[config.mk]
export PLATFORM = sky130hd
export DESIGN_NAME = fetch_unit_flat
export DESIGN_NICKNAME = d
export VERILOG_FILES = /design/src/rtl/fetch_unit_if.sv /design/src/rtl/fetch_unit.sv /design/src/flat_wrapper.sv
export SDC_FILE = /design/constraint.sdc
export NUM_CORES = 1
export LEC_CHECK = 0
export CAP_MARGIN = 0
export CORE_MARGIN = 8
export CORE_UTILIZATION = 41
export DETAILED_ROUTE_END_ITERATION = 8
export PLACE_DENSITY = 0.92
export REMOVE_ABC_BUFFERS = 1
export SLEW_MARGIN = 20
export SYNTH_ARGS = -nofsm -noshare
export SYNTH_HDL_FRONTEND = slang
export SYNTH_SLANG_ARGS = --single-unit
[constraint.sdc]
create_clock -name clk -period 2.5 [get_ports clk]
set_input_delay 0.625 -clock clk [delete_from_list [all_inputs] [get_ports clk]]
set_output_delay 0.625 -clock clk [all_outputs]
set_load 0.02 [all_outputs]
[src/rtl/fetch_unit_if.sv]
// =============================================================================
// Module   : fetch_unit_if
// Brief    : Fetch-stage bundle: inst_mem address/data, control, IF/ID handshake
// Revision : 1.0
// =============================================================================
`default_nettype none

interface fetch_unit_if #(
    parameter int ADDR_W = 5
);
    logic [ADDR_W-1:0] ReadAddr;
    logic [31:0]       Instruccion;
    logic              stall;
    logic              redirect;
    logic [ADDR_W-1:0] redirect_pc;
    logic [31:0]       instr_out;
    logic [ADDR_W-1:0] pc_out;
    logic              out_valid;
    logic              out_ready;
    logic              halted;

    // master = the fetch unit itself, slave = memory/decode/hazard side
    modport master (
        output ReadAddr,
        input  Instruccion,
        input  stall,
        input  redirect,
        input  redirect_pc,
        output instr_out,
        output pc_out,
        output out_valid,
        input  out_ready,
        output halted
    );

    modport slave (
        input  ReadAddr,
        output Instruccion,
        output stall,
        output redirect,
        output redirect_pc,
        input  instr_out,
        input  pc_out,
        input  out_valid,
        output out_ready,
        input  halted
    );
endinterface

`default_nettype wire

[src/rtl/fetch_unit.sv]
// =============================================================================
// Module   : fetch_unit
// Brief    : PC + IF/ID register with valid/ready output, stall and redirect.
//            Optional halt-on-opcode support guarded by macro FETCH_HALT_EN.
// Revision : 1.0
// =============================================================================
`default_nettype none

module fetch_unit #(
    parameter int                ADDR_W     = 5,
    parameter logic [ADDR_W-1:0] RESET_PC   = '0,
    parameter logic [31:0]       NOP_INSTR  = 32'h0000_0000,
    parameter logic [31:0]       HALT_INSTR = 32'hFFFF_FFFF
) (
    input  wire logic     clk,
    input  wire logic     reset,
    fetch_unit_if.master  bus
);

    localparam logic [ADDR_W-1:0] c_pc_step    = ADDR_W'(4);
    localparam logic [ADDR_W-1:0] c_align_mask = ~ADDR_W'(3);

`ifdef FETCH_HALT_EN
    typedef enum logic [1:0] {
        S_BOOT  = 2'd0,
        S_FETCH = 2'd1,
        S_HALT  = 2'd2
    } state_t;
`else
    typedef enum logic [1:0] {
        S_BOOT  = 2'd0,
        S_FETCH = 2'd1
    } state_t;
`endif

    state_t            r_state;
    logic [ADDR_W-1:0] r_pc;
    logic [ADDR_W-1:0] r_pc_out;
    logic [31:0]       r_instr;
    logic              r_valid;
`ifdef FETCH_HALT_EN
    logic              r_halted;
`endif

    logic              w_take;
    logic [ADDR_W-1:0] w_target;
    logic [ADDR_W-1:0] w_pc_next;

    // IF/ID slot is free when empty or being drained on this edge
    assign w_take    = !r_valid || bus.out_ready;
    assign w_target  = bus.redirect_pc & c_align_mask;
    assign w_pc_next = r_pc + c_pc_step;

    always_ff @(posedge clk or posedge reset) begin
        if (reset) begin
            r_state  <= S_BOOT;
            r_pc     <= RESET_PC;
            r_pc_out <= '0;
            r_instr  <= NOP_INSTR;
            r_valid  <= 1'b0;
`ifdef FETCH_HALT_EN
            r_halted <= 1'b0;
`endif
        end else if (bus.redirect) begin
            // Flush wins over stall and backpressure alike
            r_pc    <= w_target;
            r_instr <= NOP_INSTR;
            r_valid <= 1'b0;
            r_state <= S_FETCH;
`ifdef FETCH_HALT_EN
            r_halted <= 1'b0;
`endif
        end else if (!bus.stall) begin
            case (r_state)
                S_BOOT: begin
                    r_state <= S_FETCH;
                end
                S_FETCH: begin
                    if (w_take) begin
                        r_instr  <= bus.Instruccion;
                        r_pc_out <= r_pc;
                        r_valid  <= 1'b1;
`ifdef FETCH_HALT_EN
                        if (bus.Instruccion == HALT_INSTR) begin
                            r_state  <= S_HALT;
                            r_halted <= 1'b1;
                        end else begin
                            r_pc <= w_pc_next;
                        end
`else
                        r_pc <= w_pc_next;
`endif
                    end
                end
`ifdef FETCH_HALT_EN
                S_HALT: begin
                    // Present the halt word once, then go quiet
                    if (r_valid && bus.out_ready) begin
                        r_valid <= 1'b0;
                        r_instr <= NOP_INSTR;
                    end
                end
`endif
                default: begin
                    r_state <= S_FETCH;
                end
            endcase
        end
    end

    assign bus.ReadAddr  = r_pc;
    assign bus.instr_out = r_instr;
    assign bus.pc_out    = r_pc_out;
    assign bus.out_valid = r_valid;
`ifdef FETCH_HALT_EN
    assign bus.halted    = r_halted;
`else
    assign bus.halted    = 1'b0;
`endif

endmodule

`default_nettype wire

[src/flat_wrapper.sv]
// flat-port wrapper written by rule: the top's interface ports become plain ports
module fetch_unit_flat 
#(
    parameter int                ADDR_W     = 5,
    parameter logic [ADDR_W-1:0] RESET_PC   = '0,
    parameter logic [31:0]       NOP_INSTR  = 32'h0000_0000,
    parameter logic [31:0]       HALT_INSTR = 32'hFFFF_FFFF
)
  (clk, reset, bus_ReadAddr, bus_Instruccion, bus_stall, bus_redirect, bus_redirect_pc, bus_instr_out, bus_pc_out, bus_out_valid, bus_out_ready, bus_halted);
  fetch_unit_if #(.ADDR_W(ADDR_W)) bus_i ();
  input  wire logic clk;
  input  wire logic reset;
  output wire logic [$bits(bus_i.ReadAddr)-1:0] bus_ReadAddr;
  input wire logic [$bits(bus_i.Instruccion)-1:0] bus_Instruccion;
  input wire logic [$bits(bus_i.stall)-1:0] bus_stall;
  input wire logic [$bits(bus_i.redirect)-1:0] bus_redirect;
  input wire logic [$bits(bus_i.redirect_pc)-1:0] bus_redirect_pc;
  output wire logic [$bits(bus_i.instr_out)-1:0] bus_instr_out;
  output wire logic [$bits(bus_i.pc_out)-1:0] bus_pc_out;
  output wire logic [$bits(bus_i.out_valid)-1:0] bus_out_valid;
  input wire logic [$bits(bus_i.out_ready)-1:0] bus_out_ready;
  output wire logic [$bits(bus_i.halted)-1:0] bus_halted;
  assign bus_ReadAddr = bus_i.ReadAddr;
  assign bus_i.Instruccion = bus_Instruccion;
  assign bus_i.stall = bus_stall;
  assign bus_i.redirect = bus_redirect;
  assign bus_i.redirect_pc = bus_redirect_pc;
  assign bus_instr_out = bus_i.instr_out;
  assign bus_pc_out = bus_i.pc_out;
  assign bus_out_valid = bus_i.out_valid;
  assign bus_i.out_ready = bus_out_ready;
  assign bus_halted = bus_i.halted;
  fetch_unit #(.ADDR_W(ADDR_W), .RESET_PC(RESET_PC), .NOP_INSTR(NOP_INSTR), .HALT_INSTR(HALT_INSTR)) u_core (.clk(clk), .reset(reset), .bus(bus_i));
endmodule
## Yosys cells after proc, flatten, opt, wreduce, memory -nomap -nowiden

Cells that the tools add are included.

- Bits in registers: 45
- Latch bits: 0
- Bits in writable memories: 0
- ROM bits: 0
- Input bits: 42
- Output and inout bits: 44
- Memories: 0

- Add/sub/neg operators: 1
- Multipliers: 0
- Divide/modulo/power cells: 0
- $lt $le $gt $ge: 0
- Eq/ne operators: 3
- Shift-type cells: 0
- Mux-type cells: 15
- Bitwise gates (word level): 2
- Reduce and logical (&&, ||, !) cells: 7

Operator list:

| cell | count |
|---|---|
| $mux 32 | 4 |
| $mux 5 | 4 |
| $mux 2 | 3 |
| $add 5x3->5 const B | 1 |
| $mux 1 | 4 |
| $reduce_and 4->1 | 1 |
| $reduce_bool 2->1 | 2 |
| $reduce_and 3->1 | 1 |
| $eq 2x1->1 const B | 1 |
| $ne 2x1->1 const B | 1 |
| $ne 2x2->1 const B | 1 |
| $not 1->1 | 2 |
| $reduce_and 2->1 | 1 |
| $logic_not 1->1 | 1 |
| $logic_or 1x1->1 | 1 |

## Depth between registers and ports, before layout

Gate-level depths: netlist of the first run.

- Depth after elaboration: 6
- Mapped depth: 4
- Depth with buffers taken out: 4

## Least setup slack after synthesis of the first run

OpenSTA, ideal clock, no wires.

- Path type: input-to-reg
- Start: input port bus_stall
- End: register u_core.r_pc_out[2] (netlist: u_core.bus.pc_out[2])
- Library setup time: 0.125 ns
- Data arrival time: 1.466 ns
- Data required time: 2.375 ns
- Slack: 0.909 ns
- Stages: 3
- Buffers on the path: 0
- Cell sequence: nand2b_4 -> nor3_4 -> mux2_4

- Longest elaborated chain between the ends: 2

RTL lines:

| element | RTL line | source |
|---|---|---|
| start, declared | flat_wrapper.sv:15 | `input wire logic [$bits(bus_i.stall)-1:0] bus_stall;` |
| $not 1->1 (no line) | n/a |  |
| $reduce_and 4->1 (no line) | n/a |  |
| end signal, assigned | fetch_unit.sv:81 | `r_pc_out <= r_pc;` |
| end, declared | fetch_unit.sv:38 | `logic [ADDR_W-1:0] r_pc_out;` |

Every way passes these cells.
A chain may end at the register's enable or synchronous reset.

## Worst setup path after layout of the first run

- Start: register u_core.r_pc[2] (netlist: u_core.bus.ReadAddr[2])
- End: output port bus_ReadAddr[2]

RTL lines:

| element | RTL line | source |
|---|---|---|
| start, declared | fetch_unit.sv:37 | `logic [ADDR_W-1:0] r_pc;` |
| start signal, assigned | fetch_unit.sv:66 | `r_pc <= w_target;` |
| start signal, assigned | fetch_unit.sv:91 | `r_pc <= w_pc_next;` |
| end, declared | flat_wrapper.sv:13 | `output wire logic [$bits(bus_i.ReadAddr)-1:0] bus_ReadAddr;` |

No word-level cell between the ends.

==> metrics.yaml, run 1 <==
run_status:
  status: "finished, final reports clean"
sta:
  fin_setup_tns_ns: 0
  maxSlewViolCount: 0
  post-route-period-util_pct: 79.1
  rsz0062_at_grt: "no"
  skew_ns: 0.00640
  fmax_ghz: 0.505
  hold_viol: 0
  period_minus_slack_ns: 1.98
  finalSetupViolCount: 0
critical_path:
  crit_slowest_cell: "clkdlybuf4s50_1"
  crit_path_cell_trace: "clkdlybuf4s50_1"
  crit_type: "reg -> out"
  required_ns: 1.88
  worstSetupEndpointType: "output port"
  critical-path-top-delay-family: "buffers and inverters"
  cp_data_arrival_time_ns: 1.35
  start_kind: "flip-flop"
  critPathBufInv: 1
  critPathMaxStageDelay_ns: 0.65
  crit_fanout: 5
global_route:
  grt_max_degree: 41
  grt.overflow.total: 0
  grt_antenna_before_repair: 0
  grt_pass1_wl_um: 6980
  grt_pass1_vias: 1311
  track_usage_pct: 14.3
drt:
  routed-wl-met2_um: 1950
  highest_layer: "met4"
  met3RoutedLength_um: 335
  drtIter0Drc: 86
  drc: 0
  drt-met1-wl_um: 1960
  wl_per_cell_um: 17.6
  dr_total_vias: 1250
  viasPerCell: 5.12
  antenna_left: 0
  dr.pass1.iters: 4
  wirelength_um: 4300
cts:
  cts_sinks: 40
  cts_repair_resize_count: 0
  cts_tree: "yes"
  clk_pin_slew_ns: 0.08
  holdBufCountCts: 0
  numCtsBuffers: 5
  clock-root-buffer: "clkbuf_8"
  post_cts_buffers: 0
  ctsLongestPathBuffers: 2
  insertion_delay_ns: 0.29
  htree_levels: 2
yosys:
  synth.most_common_cell: "dfrtp_1"
  synth_compound_area_share_pct: 20.3
  synthSimpleGateAreaFrac_pct: 6.23
  synth_top_family_by_area: "compound AO/OA/AOI/OAI gates"
  synth.avg_cell_area_um2: 14.1
  synthDistinctLibCells: 22
  synthArstFlopShare_pct: 100
  syn_inst: 113
  synth_area_leaders: "dfrtp_1 63%, a22o_1 18%, buf_4 3.8%"
  ys_warn_count: 0
  yosysSeqAreaShare_pct: 63.0
  ys_ff_latch: 40
  synth_ff_type: "dfrtp_1"
  synth_top_area_cell: "dfrtp_1"
  synthTopCellsByCount: "40 x dfrtp_1, 32 x a22o_1, 8 x buf_4"
  synthAdderAreaFrac_pct: 0.788
  synth.top_cell.area_share_pct: 63.0
  synth-xor-area-share_pct: 0
  synth_area_mm2: 0.00159
  synth.mux.area_fraction_pct: 2.84
  synth_edf_count: 0
hold_path:
  hp-class: "reg -> reg"
power_and_ir_drop:
  leakage_nw: 1.12
  ir_worst_vdd_mv: 0.301
  cellPowerDensity_mw_per_mm2: 639
floorplan:
  coreArea_mm2: 0.00369
  dieArea_mm2: 0.00612
  die_y_um: 78.2
  ioPinCount: 86
  initial_core_util_pct: 43.0
  die_x_um: 78.2
  rows: 22
final_layout:
  fin_area_mm2: 0.00251
  area_delta_synth_final_pct: 57.9
  final_layout_size_suffix_gt1_share_pct: 9.69
  diodes: 0
  num-nets-final: 238
placement:
  detailed_place_hpwl_um: 3290
  place_area_mm2: 0.00240
  gp_congestion: 0.756
  port_buffers: 78
job:
  max_cap_violations: 0
==> worst paths after layout <==
| check | startpoint | end | slack (ns) | cells past startpoint |
|---|---|---|---|---|
| worst max-delay path | u_core.bus.ReadAddr[2] | bus_ReadAddr[2] | 0.52 | 1 |
| worst min-delay path | u_core.bus.instr_out[2] | u_core.bus.instr_out[2] | 0.51 | 1 |
| worst max register to register | u_core.bus.out_valid | u_core.bus.instr_out[21] | 1.06 | 4 |
| worst min register to register | u_core.bus.instr_out[2] | u_core.bus.instr_out[2] | 0.51 | 1 |
| max in group asynchronous | reset | u_core.bus.instr_out[5] | 1.39 | 3 |
| min in group asynchronous | reset | u_core.bus.instr_out[28] | 0.77 | 3 |
==> layer usage <==
metal | vias to the layer above | GRT usage [%]
met1 | 617 | 18.0
li1 | 567 | -
met3 | 7 | 5.13
met2 | 59 | 22.0
met5 | - | 0
met4 | 0 | 5.37
==> sequential cells by signal, indices dropped and copies added (netlist names) <==
signal / cells
u_core.bus.out_valid: 1
u_core.bus.ReadAddr: 3
u_core.r_state: 1
u_core.bus.pc_out: 3
u_core.bus.instr_out: 32
==> logic make-up (layout without fill, tap and decap cells) <==
kind of cell               after synthesis  after routing
muxes                                    3              3
other                                    1              5
AOI/OAI and AO/OA                       39             39
and+or+nand+nor                         15             15
adders and majority gates                1              1
DFF                                     40             40
buffers and inverters                   14             93
==> power breakdown <==
| part | internal [mW] | total (mW) | switching [mW] |
|---|---|---|---|
| Sequential | 0.696 | 0.728 | 0.0321 |
| Combinational | 0.194 | 0.355 | 0.161 |
| Clock | 0.295 | 0.519 | 0.224 |
| Total | 1.19 | 1.60 | 0.417 |
==> cells in the final DEF, fill, tap and decap left out, types with 2 or more instances in the layout <==
master           count
o21ai_0              2
inv_1                3
a22o_1              32
dfrtp_1             40
conb_1               5
nor2_1               6
mux2_4               3
buf_4                3
clkbuf_8             5
a31oi_1              3
clkdlybuf4s50_1     78
==> area by class of cell <==
| cell class | count | area, µm² |
|---|---|---|
| fill | 305 | 1180 |
| sequential | 40 | 1000 |
| timing repair buffer | 82 | 823 |
| multi-input combinational | 63 | 500 |
| clock buffer | 5 | 68.8 |
| tap | 48 | 60.1 |
| clock inverter | 3 | 42.5 |
| inverter | 3 | 11.3 |
==> metrics by stage <==
step | total power [mW] | util [%] | cells | hold slack (ns) | setup WS [ns]
after global routing | 1.68 | 68.0 | 244 | 0.529 | 0.445
after CTS | 1.62 | 68.0 | 244 | 0.513 | 0.499
final | 1.60 | 68.0 | 244 | 0.508 | 0.521
after floorplan | 0.896 | - | 106 | 0.503 | 0.130
after global placement | 1.09 | 65.0 | 236 | 0.487 | 0.388
after detailed placement | 1.10 | 65.0 | 236 | 0.491 | 0.358
(Power assumes the default switching activity.)
==> run 2, diff against run 1 <==
Settings changed: CORE_UTILIZATION 41 to 38, PLACE_DENSITY 0.92 to 0.87.
Clock period 2.5 ns to 1.91 ns, I/O delays scaled along.
==> metrics.yaml, run 2 (same netlist as run 1, synthesis figures left out) <==
run_status:
  status: "finished, final reports clean"
cts:
  ctsLongestPathBuffers: 2
  cts_sinks: 40
  cts_repair_resize_count: 0
  htree_levels: 2
  numCtsBuffers: 5
  post_cts_buffers: 0
  clk_pin_slew_ns: 0.07
  holdBufCountCts: 0
  insertion_delay_ns: 0.28
  cts_tree: "yes"
  clock-root-buffer: "clkbuf_8"
hold_path:
  worstHoldStart: "u_core.bus.instr_out[26]"
  worstHoldPathCells: 1
  min_to: "u_core.bus.instr_out[26]"
  hp-class: "reg -> reg"
critical_path:
  worstSetupEndpointType: "output port"
  critPathMaxStageDelay_ns: 0.65
  r2r-end: "u_core.bus.ReadAddr[4]"
  rr_startpoint: "u_core.bus.ReadAddr[2]"
  ff2ff_setup_slack_ns: 0.50
  critPathBufInv: 1
  start_kind: "flip-flop"
  cp_data_arrival_time_ns: 1.34
  required_ns: 1.43
  crit_type: "reg -> out"
  crit_path_cell_trace: "clkdlybuf4s50_1"
  crit_fanout: 4
  critical-path-top-delay-family: "buffers and inverters"
  ff2ff_path_depth: 4
  crit_slowest_cell: "clkdlybuf4s50_1"
drt:
  drc: 0
  drtIter0Drc: 35
  wl_per_cell_um: 17.2
  viasPerCell: 4.93
  dr_total_vias: 1232
  dr.pass1.iters: 4
  wirelength_um: 4300
  antenna_left: 0
floorplan:
  ioPinCount: 86
  die_y_um: 80.6
  rows: 23
  coreArea_mm2: 0.00400
  initial_core_util_pct: 39.7
  die_x_um: 80.6
  dieArea_mm2: 0.00650
final_layout:
  nFillCells: 313
  final_layout_size_suffix_gt1_share_pct: 11.5
  register_area_mm2: 0.00100
  num-nets-final: 242
  area_delta_synth_final_pct: 61.1
  diodes: 0
  multi_input_area_um2: 500
  final_common_cell: "clkdlybuf4s50_1"
  largest_reg_flops: 32
  final_cell_mix: "77 x clkdlybuf4s50_1, 40 x dfrtp_1, 32 x a22o_1"
global_route:
  grt_antenna_before_repair: 0
  grt_pass1_wl_um: 6900
  grt_pass1_vias: 1398
  grt.overflow.total: 0
  track_usage_pct: 13.9
  grt_max_degree: 41
sta:
  maxSlewViolCount: 0
  period_minus_slack_ns: 1.81
  finalSetupViolCount: 0
  hold_viol: 0
  fmax_ghz: 0.552
  post-route-period-util_pct: 94.9
  fin_hold_ws_ns: 0.502
  rsz0062_at_grt: "no"
  skew_ns: 0.00249
placement:
  port_buffers: 78
  detailed_place_hpwl_um: 3330
  gp_congestion: 0.761
power_and_ir_drop:
  leakage_nw: 1.16
  ir_worst_vdd_mv: 0.531
  cellPowerDensity_mw_per_mm2: 845
  p_total_mw: 2.16
job:
  max_cap_violations: 0
-- run 2: per-layer routing --
layer	GRT usage [%]	wire length [µm]
met1	16.0	1780
met2	22.8	2180
met3	6.14	307
met4	4.00	27
met5	0	0
-- run 2: power by group --
group / switching [mW] / internal [mW]
clock network: 0.274 / 0.461
registers: 0.0467 / 0.912
logic: 0.211 / 0.259
-- run 2: stage by stage --
| step | utilization [%] | setup TNS (ns) | instances | setup slack (ns) | cell area (µm²) |
|---|---|---|---|---|---|
| after floorplan | - | -10.01 | 106 | -0.313 | 1510 |
| after global placement | 60.7 | -0.470 | 242 | -0.0298 | 2430 |
| after detailed placement | 60.7 | -1.07 | 242 | -0.0541 | 2430 |
| after CTS | 63.9 | 0 | 250 | 0.0283 | 2550 |
| after global routing | 63.9 | 0 | 250 | 0.0406 | 2560 |
| final | 63.9 | 0 | 250 | 0.0971 | 2560 |
-- run 2: final cells by class --
| class | count | area share (%) |
|---|---|---|
| clock buffer | 7 | 3.77 |
| clock inverter | 1 | 1.17 |
| inverter | 3 | 0.440 |
| multi-input combinational | 63 | 19.6 |
| sequential | 40 | 39.1 |
| tap | 50 | 2.45 |
| timing repair buffer | 86 | 33.5 |
-- run 2: worst max-delay path by stage --
stage,startpoint,end,cells after the start
detailed placement,bus_out_ready,u_core.bus.instr_out[2],5
floorplan,bus_stall,u_core.bus.instr_out[0],3
CTS,u_core.bus.ReadAddr[2],bus_ReadAddr[2],1
global route,u_core.bus.ReadAddr[4],bus_ReadAddr[4],1
finish,u_core.bus.ReadAddr[4],bus_ReadAddr[4],1
global placement,bus_out_ready,u_core.bus.instr_out[27],5
==> run 3, diff against run 2 <==
Settings changed: CTS_CLUSTER_SIZE from default to 28.
==> results of run 3 <==
No change in the layout: final DEF, timing and power equal those of run 2.
